<file path="src/rtl/eager_fork_pkg.sv">
`default_nettype none
// ============================================================================
// eager_fork_pkg : shared handshake constants and branch-slicing helper
// Rev 1.0
// ============================================================================
package eager_fork_pkg;

  localparam int DATA_TYPE_DEFAULT = 32;
  localparam int MAX_SIZE          = 16;
  localparam int MAX_BUS_W         = MAX_SIZE * DATA_TYPE_DEFAULT;

  // Extracts branch idx from a flattened bus (zero-extend narrower buses).
  function automatic logic [DATA_TYPE_DEFAULT-1:0] branch_slice(
    input logic [MAX_BUS_W-1:0] bus,
    input int unsigned          idx
  );
    return bus[idx*DATA_TYPE_DEFAULT +: DATA_TYPE_DEFAULT];
  endfunction

endpackage
`default_nettype wire

</file>
<file path="src/rtl/eager_fork_if.sv">
`default_nettype none
// ============================================================================
// eager_fork_if : one-in / SIZE-out valid-ready token bundle
// Rev 1.0
// ============================================================================
interface eager_fork_if
  import eager_fork_pkg::*;
#(
  parameter int SIZE      = 2,
  parameter int DATA_TYPE = DATA_TYPE_DEFAULT
) ();

  logic [DATA_TYPE-1:0]      ins;
  logic                      ins_valid;
  logic                      ins_ready;
  logic [SIZE*DATA_TYPE-1:0] outs;
  logic [SIZE-1:0]           outs_valid;
  logic [SIZE-1:0]           outs_ready;

  // master: the fork itself; slave: the surrounding producer/consumers.
  modport master (
    input  ins, ins_valid, outs_ready,
    output ins_ready, outs, outs_valid
  );

  modport slave (
    output ins, ins_valid, outs_ready,
    input  ins_ready, outs, outs_valid
  );

endinterface
`default_nettype wire

</file>
<file path="src/rtl/eager_fork_branch.sv">
`default_nettype none
// ============================================================================
// eager_fork_branch : one output branch of the eager fork (single sent flag)
// Rev 1.0
// ============================================================================
module eager_fork_branch (
  input  logic clk,
  input  logic rst,
  input  logic ins_valid,
  input  logic outs_ready_i,
  input  logic all_done,
  output logic outs_valid_i,
  output logic done_i
);

  logic sent;

  // Completion wins over a same-cycle acceptance so the next token starts fresh.
  always_ff @(posedge clk) begin
    if (rst) begin
      sent <= 1'b0;
    end else if (ins_valid && all_done) begin
      sent <= 1'b0;
    end else if (outs_valid_i && outs_ready_i) begin
      sent <= 1'b1;
    end
  end

  assign outs_valid_i = ~rst & ins_valid & ~sent;
  assign done_i       = sent | outs_ready_i;

endmodule
`default_nettype wire

</file>
<file path="src/rtl/eager_fork.sv">
`default_nettype none
// ============================================================================
// eager_fork : delivers one token to SIZE consumers, each accepting on its own
// Config macro FORK_LAZY_EN: lazy fork with no per-branch state.  Rev 1.0
// ============================================================================
module eager_fork
  import eager_fork_pkg::*;
#(
  parameter int SIZE      = 2,
  parameter int DATA_TYPE = DATA_TYPE_DEFAULT
) (
  input  logic         clk,
  input  logic         rst,
  eager_fork_if.master bus
);

  logic [SIZE-1:0] done;

  for (genvar i = 0; i < SIZE; i++) begin : g_rep
    assign bus.outs[i*DATA_TYPE +: DATA_TYPE] = bus.ins;
  end

`ifdef FORK_LAZY_EN
  // A branch is offered the token only when every other branch can take it too.
  for (genvar i = 0; i < SIZE; i++) begin : g_lazy
    localparam logic [SIZE-1:0] SELF = SIZE'(1) << i;
    assign bus.outs_valid[i] = ~rst & bus.ins_valid & (&(bus.outs_ready | SELF));
  end

  assign done = bus.outs_ready;
`else
  logic all_done;

  assign all_done = &done;

  for (genvar i = 0; i < SIZE; i++) begin : g_branch
    eager_fork_branch u_branch (
      .clk          (clk),
      .rst          (rst),
      .ins_valid    (bus.ins_valid),
      .outs_ready_i (bus.outs_ready[i]),
      .all_done     (all_done),
      .outs_valid_i (bus.outs_valid[i]),
      .done_i       (done[i])
    );
  end
`endif

  assign bus.ins_ready = ~rst & (&done);

endmodule
`default_nettype wire

</file>
<file path="src/flat_wrapper.sv">
// flat-port wrapper written by rule: the top's interface ports become plain ports
module eager_fork_flat import eager_fork_pkg::*;
#(
  parameter int SIZE      = 2,
  parameter int DATA_TYPE = DATA_TYPE_DEFAULT
)
  (clk, rst, bus_ins, bus_ins_valid, bus_outs_ready, bus_ins_ready, bus_outs, bus_outs_valid);
  eager_fork_if #(.SIZE(SIZE), .DATA_TYPE(DATA_TYPE)) bus_i ();
  input  logic clk;
  input  logic rst;
  input wire logic [$bits(bus_i.ins)-1:0] bus_ins;
  input wire logic [$bits(bus_i.ins_valid)-1:0] bus_ins_valid;
  input wire logic [$bits(bus_i.outs_ready)-1:0] bus_outs_ready;
  output wire logic [$bits(bus_i.ins_ready)-1:0] bus_ins_ready;
  output wire logic [$bits(bus_i.outs)-1:0] bus_outs;
  output wire logic [$bits(bus_i.outs_valid)-1:0] bus_outs_valid;
  assign bus_i.ins = bus_ins;
  assign bus_i.ins_valid = bus_ins_valid;
  assign bus_i.outs_ready = bus_outs_ready;
  assign bus_ins_ready = bus_i.ins_ready;
  assign bus_outs = bus_i.outs;
  assign bus_outs_valid = bus_i.outs_valid;
  eager_fork #(.SIZE(SIZE), .DATA_TYPE(DATA_TYPE)) u_core (.clk(clk), .rst(rst), .bus(bus_i));
endmodule
</file>
<file path="config.mk">
export PLATFORM = sky130hd
export DESIGN_NAME = eager_fork_flat
export DESIGN_NICKNAME = d
export VERILOG_FILES = /design/src/rtl/eager_fork_pkg.sv /design/src/rtl/eager_fork_if.sv /design/src/rtl/eager_fork_branch.sv /design/src/rtl/eager_fork.sv /design/src/flat_wrapper.sv
export SDC_FILE = /design/constraint.sdc
export NUM_CORES = 1
export LEC_CHECK = 0
export CAP_MARGIN = 20
export CORE_ASPECT_RATIO = 1.4
export CORE_MARGIN = 1
export CORE_UTILIZATION = 22
export DETAILED_ROUTE_END_ITERATION = 16
export PLACE_DENSITY = 0.95
export REMOVE_ABC_BUFFERS = 1
export SKIP_CTS_REPAIR_TIMING = 1
export SLEW_MARGIN = 10
export SYNTH_ARGS = -nofsm -noshare
export SYNTH_HDL_FRONTEND = slang
export SYNTH_SLANG_ARGS = --single-unit
export TNS_END_PERCENT = 10
</file>
<file path="constraint.sdc">
create_clock -name clk -period 1.5 [get_ports clk]
set_input_delay 0.225 -clock clk [delete_from_list [all_inputs] [get_ports clk]]
set_output_delay 0.225 -clock clk [all_outputs]
set_load 0.02 [all_outputs]
</file>
Yosys cells after proc, flatten, opt, wreduce, memory -nomap -nowiden --
Cells that the tools add are included.
Word-level totals: input bits 37, output and inout bits 67, logic and storage cells 16, flip-flop bits (word level) 2
Cells by class: reduce and logical (&&, ||, !) cells 5, bitwise operators 9
Operators by type and width (count):
- $and 1x1->1 | 4
- $logic_and 1x1->1 | 3
- $not 1->1 | 3
- $or 1x1->1 | 2
- $reduce_and 2->1 | 1
- $reduce_or 2->1 | 1

Longest topological paths before layout --
word-level depth 4, gate-level depth with buffers 3, gate-level depth less buffers 2

Hierarchy --
Synthesis repeated with hierarchy kept, for this count alone.
Unflattened totals: cells, all modules 76, area, all modules 588.1 µm²
By module, submodules not included:
- eager_fork | seq. area each 0.0 µm², area each 495.5 µm², cells each 66, instances 1
- eager_fork_branch | seq. area each 20.0 µm², area each 46.3 µm², cells each 5, instances 2

Worst setup path after synthesis --
Ideal clock, no wire load.
path kind register -> output, start point register u_core.g_branch[0].u_branch.sent, end point output port bus_ins_ready, stages on the path, launching flop included 3, arrival time 715 ps, data required time 1275 ps, slack 560 ps, path buffers 0, path through dfxtp_1 o22ai_1 nor2_1
On the way: longest elaborated chain between the ends 3
Ends and longest elaborated chain:
- start, declared | RTL line eager_fork_branch.sv:16 | logic sent;
- start signal, assigned | RTL line eager_fork_branch.sv:21 | sent <= 1'b0;
- start signal, assigned | RTL line eager_fork_branch.sv:23 | sent <= 1'b0;
- start signal, assigned | RTL line eager_fork_branch.sv:25 | sent <= 1'b1;
- $or 1x1->1 | RTL line eager_fork_branch.sv:30 | assign done_i = sent | outs_ready_i;
- $reduce_and 2->1 | RTL line eager_fork.sv:49 | assign bus.ins_ready = ~rst & (&done);
- $and 1x1->1 | RTL line eager_fork.sv:49
- end, declared | RTL line flat_wrapper.sv:14 | output wire logic [$bits(bus_i.ins_ready)-1:0] bus_ins_ready;
Every way passes these cells.

Worst setup path after layout --
start point input port bus_outs_ready[0], end point output port bus_ins_ready
On the way: longest elaborated chain between the ends 3
Ends and longest elaborated chain:
- start, declared | RTL line flat_wrapper.sv:13 | input wire logic [$bits(bus_i.outs_ready)-1:0] bus_outs_ready;
- $or 1x1->1 | RTL line eager_fork_branch.sv:30
- $reduce_and 2->1 | RTL line eager_fork.sv:49
- $and 1x1->1 | RTL line eager_fork.sv:49
Every way passes these cells.

==> summary.txt <==
Critical path
  • Critical path class: in2out
  • CP cell instances: clkdlybuf4s50_1, o22ai_1, nor2_1, dlymetal6s2s_1
  • Cell depth of the worst flop-to-flop path: 2
  • FF-to-FF Start: u_core.g_branch[0].u_branch.sent
  • Worst endpoint required time: 1270 ps
  • Buffers and inverters on the worst path: 2
  • RR Endpoint: u_core.g_branch[1].u_branch.sent
  • R2r setup slk: 790 ps
  • Critical path arrival: 1150 ps
  • Crit end category: output port
  • CP startpoint kind: input pin
  • CP max stage delay: 510 ps
  • Crit path max-delay family: buffers and inverters
  • CP max FO: 3
  • CP max-delay cell: clkdlybuf4s50_1

STA
  • Worst slew pin tran: 258 ps
  • Count of pins over their slew limit: 0
  • RSZ-0062 raised after global routing: no
  • Fmax: 725 MHz
  • Slew HR: 82.8%
  • Final setup violating endpoints: 0
  • Fin Setup TNS: 0 ps
  • Final Cycle Share: 91.9%
  • Final hold vios: 0
  • Fin worst setup slack: 121 ps
  • Final worst clock skew: 5.55 ps
  • Post-route minimum period: 1380 ps

Clock tree
  • Clock Latency Late Sink: 220 ps
  • Clk sinks: 2
  • CTS Buffer Depth: 2
  • CTS Buf Count: 3
  • Htree depth: 1
  • Clock root buffer: clkbuf_4
  • CTS tree: done

Power and ir drop
  • Internal power: 169 uW
  • Pwr/cell area: 914 nW/um^2
  • Sw Share: 23.6%
  • Reg power frac: 27.1%
  • Static Leak: 0.000104 uW
  • Worst vdd rail ir drop: 0.359 mV
  • P_sw: 52.1 uW
  • Gate power share: 19.7%
  • Clock share of power: 53.2%

Run status
  • Run status: complete, no violations

Logic synthesis
  • XOR/XNOR Fraction of Synth Area: 0%
  • Combinational family with the most area after synthesis: buffers and inverters
  • Main synth FF type: dfxtp_1
  • Yosys top cell area share: 83.4%
  • Flops & latches, synth: 2
  • Cell taking the most area after synthesis: buf_4
  • Distinct cells, synth: 8
  • Synth cell count leaders: buf_4 (66), nor2_1 (3)
  • Top-count cell post-synth: buf_4
  • Compound-gate portion of the synthesized area: 5.26%
  • Async SR Flop Fraction: 0%
  • Mapped Area: 594 sq um
  • EDFF count, synth: 0
  • Synth top area cells: buf_4 (83%), dfxtp_1 (6.7%), o21a_1 (2.5%)
  • Ys Warns: 0
  • Sequential share of the synthesized area: 6.74%
  • Post-synthesis mux area share: 0%
  • Simple-Gate Fraction of Synth Area: 4.63%
  • Avg Synthesized Cell Area: 7.52 sq um
  • Synth Area in Adders: 0%
  • Syn Inst Count: 79

Finish
  • Most flops, register: u_core.g_branch.u_branch.sent
  • Largest regs: u_core.g_branch.u_branch.sent x2
  • Area growth syn-to-layout: -59.4%
  • Final nets: 64
  • # fillers: 300
  • # diodes: 0
  • Max reg flops: 2
  • Layout cells sized above 1: 28.0%

Detailed routing
  • Via count: 260
  • Per-cell routed wire length: 51.3 microns
  • ANT nets after route: 0
  • DR vias/cell: 4.41
  • Initial drt markers: 3
  • DRC: 0
  • Pre-Repair DR Iteration Count: 3
  • Final wirelength: 3.03 mm

Die
  • Core area: 2470 sq um
  • Rows: 21
  • Die Y: 63.5 microns
  • Ports: 104
  • Initial core utilization: 24.1%
  • Die ar.: 2920 sq um
  • Chip width: 45.9 microns

Flow run
  • Max Cap Viol: 0

GRT
  • Maximum number of pins on one net before global-route repair: 6
  • Vias in the first global route: 287
  • Total GRT Usage: 20.7%
  • Antenna violations before repair: 0
  • First-pass GRT wire length: 3.53 mm
  • Grt total ovfl: 0

Placement
  • Pre-CTS setup slack: -328 ps
  • Placer Congestion: 0.715
  • IO Port Bufs: 7

Worst hold path
  • Hold path startpoint: bus_ins[0]
  • Hold crit path type: in2out
  • Hold Crit Depth: 0
  • Endpoint of the worst hold path: bus_outs[0]
-- cell usage in the layout (no fill, tap or decap) --
master	instances
buf_4	2
nor2_1	3
clkbuf_2	2
clkbuf_4	3
nor3_1	2
a21oi_1	2
dfxtp_1	2
o22ai_1	1
o21a_1	2
clkdlybuf4s50_1	4
nand2b_1	1
dlymetal6s2s_1	1
-- metal layers --
metal | part of all wire, % | up-vias | track usage (%)
li1 | - | 73 | -
met1 | 14 | 99 | 8.40
met2 | 58 | 86 | 39.3
met3 | 27 | 2 | 26.6
met4 | 0.69 | 0 | 4.41
met5 | 0 | - | 0
-- cells by family after synthesis --
group                  after synthesis
flip-flops                           2
AND/OR/NAND/NOR                      6
AO/OA/AOI/OAI                        5
buffers and inverters               66
-- stage by stage --
step | util, % | total power (uW) | cells | cell area [sq um] | hold slack (ps)
2_1_floorplan | - | 77.2 | 13 | 98.8 | 302
3_3_place_gp | 9.17 | 106 | 56 | 226 | 451
3_5_place_dp | 9.17 | 108 | 56 | 226 | 451
4_1_cts | 10.1 | 231 | 59 | 249 | 451
5_1_grt | 9.78 | 233 | 59 | 241 | 450
6_report | 9.78 | 221 | 59 | 241 | 450
-- area by class of cell --
cell class                      instances  area [sq um]  share of cell area (%)
Multi-Input combinational cell         11          58.8                    24.4
Clock buffer                            3          22.5                    9.33
Tap cell                               34          42.5                    17.6
Sequential cell                         2          40.0                    16.6
Timing Repair Buffer                    9          77.6                    32.1
-- how the worst max path moves through the flow --
stage,slack (ps),end,startpoint,cells after the start
global route,30,bus_outs_valid[0],bus_ins_valid,4
CTS,-330,bus_outs_valid[1],bus_ins_valid,4
detailed placement,-330,bus_outs_valid[1],bus_ins_valid,4
global placement,-290,bus_outs_valid[1],bus_ins_valid,4
floorplan,560,bus_ins_ready,u_core.g_branch[0].u_branch.sent,2
finish,120,bus_ins_ready,bus_outs_ready[0],4
-- power groups by stage --
| stage | Sequential [uW] | Clock [uW] | Combinational (uW) |
|---|---|---|---|
| 5_1_grt | 60.1 | 125 | 47.7 |
| 3_5_place_dp | 60.4 | 0 | 47.8 |
| 2_1_floorplan | 59.6 | 0 | 17.6 |
| 3_3_place_gp | 60.2 | 0 | 45.6 |
| 6_report | 59.7 | 117 | 43.5 |
| 4_1_cts | 59.7 | 124 | 47.8 |
No activity file was read; power rests on OpenSTA's default activity.
